$ cat src/rtl/sprite_datapath.sv
// -----------------------------------------------------------------------------
// sprite_datapath
//
// Datapath that sits directly behind the game control FSM. On request it
// sweeps a BOX_W x BOX_H rectangle, row-major from the top-left corner, into
// the VGA adapter's write port. It returns a one-cycle done pulse and owns the
// sprite position/velocity registers, which bounce off the screen edges.
//
// Handshake: a sweep request is the level datapath_en, looked at only in IDLE.
// Once accepted, one pixel is emitted per cycle in which move_en is high
// (plot=1 marks a valid pixel). move_en low stalls the sweep on the current
// pixel. done is a single-cycle pulse after the last pixel, and datapath_en
// is ignored while done is high.
//
// Ports:
//   clk, reset   - clock, asynchronous active-high reset
//   datapath_en  - start a sweep (sampled in IDLE)
//   op           - 00 draw, 01 erase, 1x reserved (completes with no plot)
//   load_coord   - one-cycle pulse, advance position one step (IDLE only)
//   move_en      - sweep advance enable
//   x_out, y_out - VGA pixel coordinate
//   colour       - VGA pixel colour
//   plot         - VGA write strobe
//   done         - sweep complete pulse
//   touch_edge   - sprite rectangle touches any screen edge
// -----------------------------------------------------------------------------
module sprite_datapath #(
    parameter int          SCREEN_W  = 160,
    parameter int          SCREEN_H  = 120,
    parameter int          BOX_W     = 4,
    parameter int          BOX_H     = 4,
    parameter logic [7:0]  X_INIT    = 8'd78,
    parameter logic [6:0]  Y_INIT    = 7'd58,
    parameter logic [2:0]  FG_COLOUR = 3'b111,
    parameter logic [2:0]  BG_COLOUR = 3'b000
) (
    input  logic       clk,
    input  logic       reset,
    input  logic       datapath_en,
    input  logic [1:0] op,
    input  logic       load_coord,
    input  logic       move_en,
    output logic [7:0] x_out,
    output logic [6:0] y_out,
    output logic [2:0] colour,
    output logic       plot,
    output logic       done,
    output logic       touch_edge
);

    typedef enum logic [1:0] {
        IDLE  = 2'd0,
        SWEEP = 2'd1,
        DONE  = 2'd2
    } state_t;

    // Largest legal top-left position on each axis.
    localparam logic [7:0] X_MAX   = 8'(SCREEN_W - BOX_W);
    localparam logic [6:0] Y_MAX   = 7'(SCREEN_H - BOX_H);
    localparam logic [3:0] CX_LAST = 4'(BOX_W - 1);
    localparam logic [3:0] CY_LAST = 4'(BOX_H - 1);

    state_t     state;
    state_t     state_next;
    logic [7:0] pos_x;
    logic [6:0] pos_y;
    logic       dir_x;   // 0 = increasing
    logic       dir_y;   // 0 = increasing
    logic [3:0] cx;
    logic [3:0] cy;
    logic [1:0] op_q;

    logic       advance;
    logic       last_pixel;

    assign advance    = (state == SWEEP) && move_en;
    assign last_pixel = (cx == CX_LAST) && (cy == CY_LAST);

    // ------------------------------------------------------------------
    // State register and datapath registers
    // ------------------------------------------------------------------
    always_ff @(posedge clk or posedge reset) begin
        if (reset) begin
            state <= IDLE;
            pos_x <= X_INIT;
            pos_y <= Y_INIT;
            dir_x <= 1'b0;
            dir_y <= 1'b0;
            cx    <= 4'd0;
            cy    <= 4'd0;
            op_q  <= 2'b00;
        end else begin
            state <= state_next;

            if (state == IDLE) begin
                if (datapath_en && !op[1]) begin
                    op_q <= op;
                    cx   <= 4'd0;
                    cy   <= 4'd0;
                end

                // Position stepping happens only between sweeps so a sprite
                // is never drawn at one place and erased at another. At an
                // edge the step both reverses direction and moves one pixel
                // back, so the position never sits still on a pulse.
                if (load_coord) begin
                    if (!dir_x) begin
                        if (pos_x == X_MAX) begin
                            dir_x <= 1'b1;
                            pos_x <= pos_x - 8'd1;
                        end else begin
                            pos_x <= pos_x + 8'd1;
                        end
                    end else begin
                        if (pos_x == 8'd0) begin
                            dir_x <= 1'b0;
                            pos_x <= pos_x + 8'd1;
                        end else begin
                            pos_x <= pos_x - 8'd1;
                        end
                    end

                    if (!dir_y) begin
                        if (pos_y == Y_MAX) begin
                            dir_y <= 1'b1;
                            pos_y <= pos_y - 7'd1;
                        end else begin
                            pos_y <= pos_y + 7'd1;
                        end
                    end else begin
                        if (pos_y == 7'd0) begin
                            dir_y <= 1'b0;
                            pos_y <= pos_y + 7'd1;
                        end else begin
                            pos_y <= pos_y - 7'd1;
                        end
                    end
                end
            end else if (advance) begin
                if (cx == CX_LAST) begin
                    cx <= 4'd0;
                    cy <= last_pixel ? 4'd0 : cy + 4'd1;
                end else begin
                    cx <= cx + 4'd1;
                end
            end
        end
    end

    // ------------------------------------------------------------------
    // Next-state logic
    // ------------------------------------------------------------------
    always_comb begin
        state_next = state;
        case (state)
            IDLE: begin
                if (datapath_en) begin
                    // Reserved ops complete immediately with no pixels.
                    state_next = op[1] ? DONE : SWEEP;
                end
            end
            SWEEP: begin
                if (advance && last_pixel) begin
                    state_next = DONE;
                end
            end
            DONE: begin
                state_next = IDLE;
            end
            default: begin
                state_next = IDLE;
            end
        endcase
    end

    // ------------------------------------------------------------------
    // Outputs, combinational from registered state
    // ------------------------------------------------------------------
    always_comb begin
        x_out  = pos_x;
        y_out  = pos_y;
        colour = BG_COLOUR;
        plot   = 1'b0;
        done   = 1'b0;
        if (advance) begin
            plot   = 1'b1;
            x_out  = pos_x + {4'd0, cx};
            y_out  = pos_y + {3'd0, cy};
            colour = (op_q == 2'b00) ? FG_COLOUR : BG_COLOUR;
        end
        if (state == DONE) begin
            done = 1'b1;
        end
    end

    assign touch_edge = (pos_x == 8'd0) || (pos_x == X_MAX) ||
                        (pos_y == 7'd0) || (pos_y == Y_MAX);

endmodule

$ cat config.mk
export PLATFORM = sky130hd
export DESIGN_NAME = sprite_datapath
export DESIGN_NICKNAME = d
export VERILOG_FILES = /design/src/rtl/sprite_datapath.sv
export SDC_FILE = /design/constraint.sdc
export NUM_CORES = 1
export LEC_CHECK = 0
export CELL_PAD_IN_SITES_DETAIL_PLACEMENT = 1
export CELL_PAD_IN_SITES_GLOBAL_PLACEMENT = 2
export CORE_MARGIN = 2
export CORE_UTILIZATION = 29
export DETAILED_ROUTE_END_ITERATION = 16
export DONT_BUFFER_PORTS = 1
export GPL_ROUTABILITY_DRIVEN = 0
export PLACE_DENSITY = 0.71
export SLEW_MARGIN = 20
export SYNTH_ARGS = -nofsm -noshare
export SYNTH_HDL_FRONTEND = slang
export SYNTH_SLANG_ARGS = --single-unit
$ cat constraint.sdc
create_clock -name clk -period 3.5 [get_ports clk]
set_input_delay 0.7 -clock clk [delete_from_list [all_inputs] [get_ports clk]]
set_output_delay 0.7 -clock clk [all_outputs]
set_load 0.01 [all_outputs]
# Word-level counts from Yosys, hierarchy flattened
# Cells that the tools add are included.
[totals]
ff_bits = 29
output_inout_bits = 21
wordCells = 74
in_bits = 7
[op_classes]
n_eq_ne = 9
n_addsub = 8
n_reduce_logical = 19
n_mux = 30
[op_table]
columns = ["op", "count"]
rows = [
  ["two-way mux 4 bit", 8],
  ["two-way mux 8 bit", 4],
  ["two-way mux 7 bit", 4],
  ["adder 4 x 1 -> 4 bit, second input constant", 2],
  ["adder 8 x 1 -> 8 bit, second input constant", 1],
  ["adder 8 x 4 -> 8 bit", 1],
  ["== test 4 x 2 -> 1 bit, second input constant", 2],
  ["== test 8 bit, second input constant", 1],
  ["zero test 8 bit", 1],
  ["two-way mux 1 bit", 8],
  ["AND reduction 2 bit", 4],
  ["subtractor 8 x 1 -> 8 bit, second input constant", 1],
  ["adder 7 x 1 -> 7 bit, second input constant", 1],
  ["adder 7 x 4 -> 7 bit", 1],
  ["== test 7 bit, second input constant", 1],
  ["zero test 7 bit", 1],
  ["subtractor 7 x 1 -> 7 bit, second input constant", 1],
  ["two-way mux 2 bit", 3],
  ["two-way mux 3 bit", 2],
  ["logical AND 1 bit", 4],
  ["zero test 2 bit", 2],
  ["!= test 2 x 1 -> 1 bit, second input constant", 2],
  ["case mux 2 bit (2 select lines)", 1],
  ["nonzero test 2 bit", 2],
  ["other kinds (6)", 8],
]

# Depth between registers and ports, before layout
[depth]
word_depth = 6
ltp_mapped = 8
ltp_nobuf = 8

# Worst setup path after synthesis
# No wires, ideal clock.
[synth_timing]
path_type = "register to output"
startpoint = "reg pos_x[1]"
endpoint = "out x_out[6]"
t_arrival_ns = 1.892
path_slack_ns = 0.908
n_path_buf = 0
stages_incl_launch_ff = 8
required_time_ns = 2.800
path_cell_list = "dfstp_2 inv_1 fa_1 nor2b_1 o21ai_0 a21oi_1 and3_1 xor2_1"
[synth_between]
elab_chain_len = 2
[synth_rtl]
columns = ["element", "line", "text"]
rows = [
  ["from (decl)", "65", "logic [7:0] pos_x;"],
  ["from (signal assigned)", "110", "pos_x <= pos_x - 8'd1;"],
  ["from (signal assigned)", "112", "pos_x <= pos_x + 8'd1;"],
  ["from (signal assigned)", "117", "pos_x <= pos_x + 8'd1;"],
  ["adder 8 x 4 -> 8 bit", "187", "x_out = pos_x + {4'd0, cx};"],
  ["two-way mux 8 bit", "185", "if (advance) begin"],
  ["to (decl)", "43", "output logic [7:0] x_out,"],
]
# Every way passes these cells.

# Worst setup path in the final report
[layout_timing]
startpoint = "reg pos_y[1]"
endpoint = "out y_out[6]"
[layout_between]
elab_chain_len = 2
[layout_rtl]
columns = ["element", "line", "text"]
rows = [
  ["from (decl)", "66", "logic [6:0] pos_y;"],
  ["from (signal assigned)", "126", "pos_y <= pos_y - 7'd1;"],
  ["from (signal assigned)", "128", "pos_y <= pos_y + 7'd1;"],
  ["from (signal assigned)", "133", "pos_y <= pos_y + 7'd1;"],
  ["adder 7 x 4 -> 7 bit", "188", "y_out = pos_y + {3'd0, cy};"],
  ["two-way mux 7 bit", "185", ""],
  ["to (decl)", "44", "output logic [6:0] y_out,"],
]
# Every way passes these cells.

==> metrics.md <==
| Metric | Value |
|---|---|
| Run status | `finished, final reports clean` |
| Design area | `2430 um2` |
| Multi-input gate area | `1400 um2` |
| TritonCTS clock tree | `yes` |
| DP HPWL | `4.17 mm` |
| Clock transition at the registers of the reported paths | `0.07 ns` |
| Register Area | `736 um2` |
| Crit end category | `primary output` |
| CTS Hold Bufs | `0` |
| Combinational fraction of design power | `45.8%` |
| Required @ worst endpoint | `2.80 ns` |
| GR Overflow Total | `0` |
| Final setup violation count | `0` |
| WP data arrival | `2.33 ns` |
| Antenna-violating nets left | `0` |
| Post_cts resized | `0` |
| Worst-path maximum fanout | `9` |
| Final Non-Filler Cells | `364` |
| Fin nets | `286` |
| Vias in the first global route | `1876` |
| Switching power | `0.000876 W` |
| Int Power | `0.000929 W` |
| RSZ-0062 raised after global routing | `false` |
| Initial Util | `29.6%` |
| Switching Fraction | `48.5%` |
| Initial antenna violation count | `0` |
| Static leakage | `1.02 nW` |
| Post-DP Area | `2350 um2` |
| Die area | `8540 um2` |
| Syn Inst Count | `265` |
| Clock Latency Late Sink | `0.29 ns` |
| CP max stage cell | `dfstp_2` |
| Top achievable clock speed | `330 MHz` |
| Register area share after synthesis | `32.5%` |
| RR Endpoint | `pos_x[4]$_DFFE_PP0P_` |
| Layout cells sized above 1 | `11.5%` |
| Fin. Hold Viols | `0` |
| Clock Sinks | `29` |
| CTS Buf Count | `5` |
| Ant diodes | `0` |
| Mean post-synth cell area | `8.56 um2` |
| Number of synthesized register bits | `29` |
| Setup TNS | `0 ns` |
| Hold WC Path Type | `in -> async` |
| IO Count | `28` |
| Crit share post-route | `86.7%` |
| Core Footprint | `7650 um2` |
| Mapped Area | `2270 um2` |
| Placed insts | `356` |
| Critical path startpoint category | `register` |
| Yosys warns | `0` |
| Worst VDD drop | `211 uV` |
| Initial DRC count | `29` |
| Filler cells | `925` |
| Final slew viol count | `0` |
| Clock share of power | `15.7%` |
| Rows | `32` |
| Clk_skew | `0.00614 ns` |
| Vias/cell | `4.98` |
| Gr usage total | `14.3%` |
| Slew margin rel. | `44.4%` |
| Clock H-tree levels | `2` |
| Reg power frac | `38.5%` |
| Area grow syn2layout | `7.28%` |
| Flop2flop setup slack | `1.13 ns` |
| Final hold slack | `0.363 ns` |
| First-pass GRT wire length | `9.71 mm` |
| Port bufs | `0` |
| Synth Flop Type | `dfrtp_1` |
| DR WL/cell | `15.5 um` |
| WL final | `5.64 mm` |
| Slew @ Worst Pin | `0.833 ns` |
| Max Root-Sink Buffers | `2` |
| FFs w/ async S/R, synth | `100%` |
| Syn nets | `290` |
| Post-synth EDFFs | `0` |
| Worst-path cell chain | `inv_1 > fa_1 > nor2b_1 > o21ai_0 > a21oi_1 > nand3_1 > xnor2_1` |
| Chip Height | `92.4 um` |
| Clk root buf | `clkbuf_8` |
| Post-layout min period | `3.03 ns` |
| # DRC | `0` |
| Cell area power density | `742 nW/um2` |
| Reg2reg path depth | `7` |
| Largest net degree at the start of global routing | `27` |
| CP Class | `reg -> out` |
| Via Count | `1813` |
| Worst r2r src | `pos_x[1]$_DFFE_PP1P_` |
| Postcts setup bufs | `0` |
| Pre-antenna DRT Iters | `4` |
| Max stage delay on crit path | `0.61 ns` |
| Netlist cell types | `46` |
| Die Wd | `92.4 um` |
| Max-cap violation count | `0` |
==> power by group through the flow <==
stage	Clock, W	Sequential, W	Combinational, W
after floorplan	0	0.000570	0.000767
after global placement	0	0.000694	0.000834
after detailed placement	0	0.000699	0.000843
after CTS	0.000292	0.000695	0.000848
after global routing	0.000309	0.000725	0.000955
final	0.000284	0.000695	0.000826
==> stage by stage <==
step / total power [W] / utilization, % / setup WS [ns]
after CTS: 0.00183 / 31.8 / 0.429
after global routing: 0.00199 / 31.8 / 0.269
final: 0.00181 / 31.8 / 0.467
after floorplan: 0.00134 / - / 0.908
after global placement: 0.00153 / 30.7 / 0.797
after detailed placement: 0.00154 / 30.7 / 0.754
==> area by class of cell <==
type	count	share of cell area, %
Clock buffer	5	2.83
Clock inverter	3	0.720
Inverter	15	2.31
Multi-Input combinational cell	206	57.4
Sequential cell	29	30.2
Tap cell	102	5.25
Timing Repair Buffer	4	1.23
==> state kept, by name (all words and copies together) (netlist names) <==
signal / flops
pos_x: 8
pos_y: 7
cx: 4
cy: 4
op_q: 2
state: 2
dir_x: 1
dir_y: 1
==> cells by family (layout without fill, tap and decap cells) <==
| family | Yosys count | count (layout) | synth area share (%) |
|---|---|---|---|
| AO/OA/AOI/OAI | 42 | 42 | 11.9 |
| multiplexers | 9 | 9 | 4.08 |
| XOR/XNOR | 25 | 25 | 9.66 |
| adder cells (fa/ha/maj) | 18 | 18 | 10.6 |
| AND/OR/NAND/NOR | 112 | 112 | 25.4 |
| flip-flops | 29 | 29 | 32.5 |
| buffers and inverters | 30 | 27 | 5.96 |
==> synth_stat cells (6+ instances only) <==
master | number | share of area, %
nand2_1 | 38 | 6.3
o21ai_0 | 22 | 4.9
dfrtp_1 | 21 | 23
ha_1 | 16 | 8.8
nor2_1 | 16 | 2.6
inv_1 | 14 | 2.3
xor2_1 | 14 | 5.4
nand3_1 | 13 | 2.9
clkbuf_1 | 11 | 1.8
xnor2_1 | 11 | 4.2
nor3_1 | 10 | 2.2
dfstp_2 | 8 | 9.3
a21oi_1 | 7 | 1.5
mux2i_1 | 7 | 3.1
nand4_1 | 6 | 1.7
nor3b_1 | 6 | 2.0
==> layout by cell type, fill, tap and decap left out, drive strengths merged, types with 2 or more instances in the layout <==
master and instances:
nor2b 4, nor3b 6, and2 3, nand2 38, clkinv 3, mux2 2, or2 3, inv 14
xor2 14, clkbuf 5, mux2i 7, a21oi 7, ha 16, nor2 17, a21o 3, dfstp 8
o22ai 2, o21ai 23, buf 4, fa 2, nand4 6, nor3 10, xnor2 11, nand4b 2
or3 2, or4 2, dfrtp 21, or3b 2, nand3 13
==> layer usage <==
metal | share of wire [%] | track usage (%)
met4 | 1.3 | 4.10
met5 | 0 | 0
met2 | 45 | 21.8
met3 | 3.3 | 3.25
met1 | 50 | 20.2
==> critical path, delay by kind of cell (launching register included) <==
kind	cells	cell delay, ns
fa+ha+maj	1	0.47
compound gates	2	0.33
xor+xnor	1	0.27
buf+inv	1	0.11
flops	1	0.61
simple gates	2	0.25
==> worst max path at each step <==
| stage | from | end | slack, ns |
|---|---|---|---|
| 2_1_floorplan | pos_x[1]$_DFFE_PP1P_ | x_out[6] | 0.91 |
| 3_3_place_gp | pos_x[1]$_DFFE_PP1P_ | x_out[6] | 0.80 |
| 3_5_place_dp | pos_x[1]$_DFFE_PP1P_ | x_out[6] | 0.75 |
| 4_1_cts | pos_x[1]$_DFFE_PP1P_ | x_out[6] | 0.43 |
| 5_1_grt | pos_x[1]$_DFFE_PP1P_ | x_out[6] | 0.27 |
| 6_report | pos_y[1]$_DFFE_PP1P_ | y_out[6] | 0.47 |
Power figures use the tool's default switching activity.
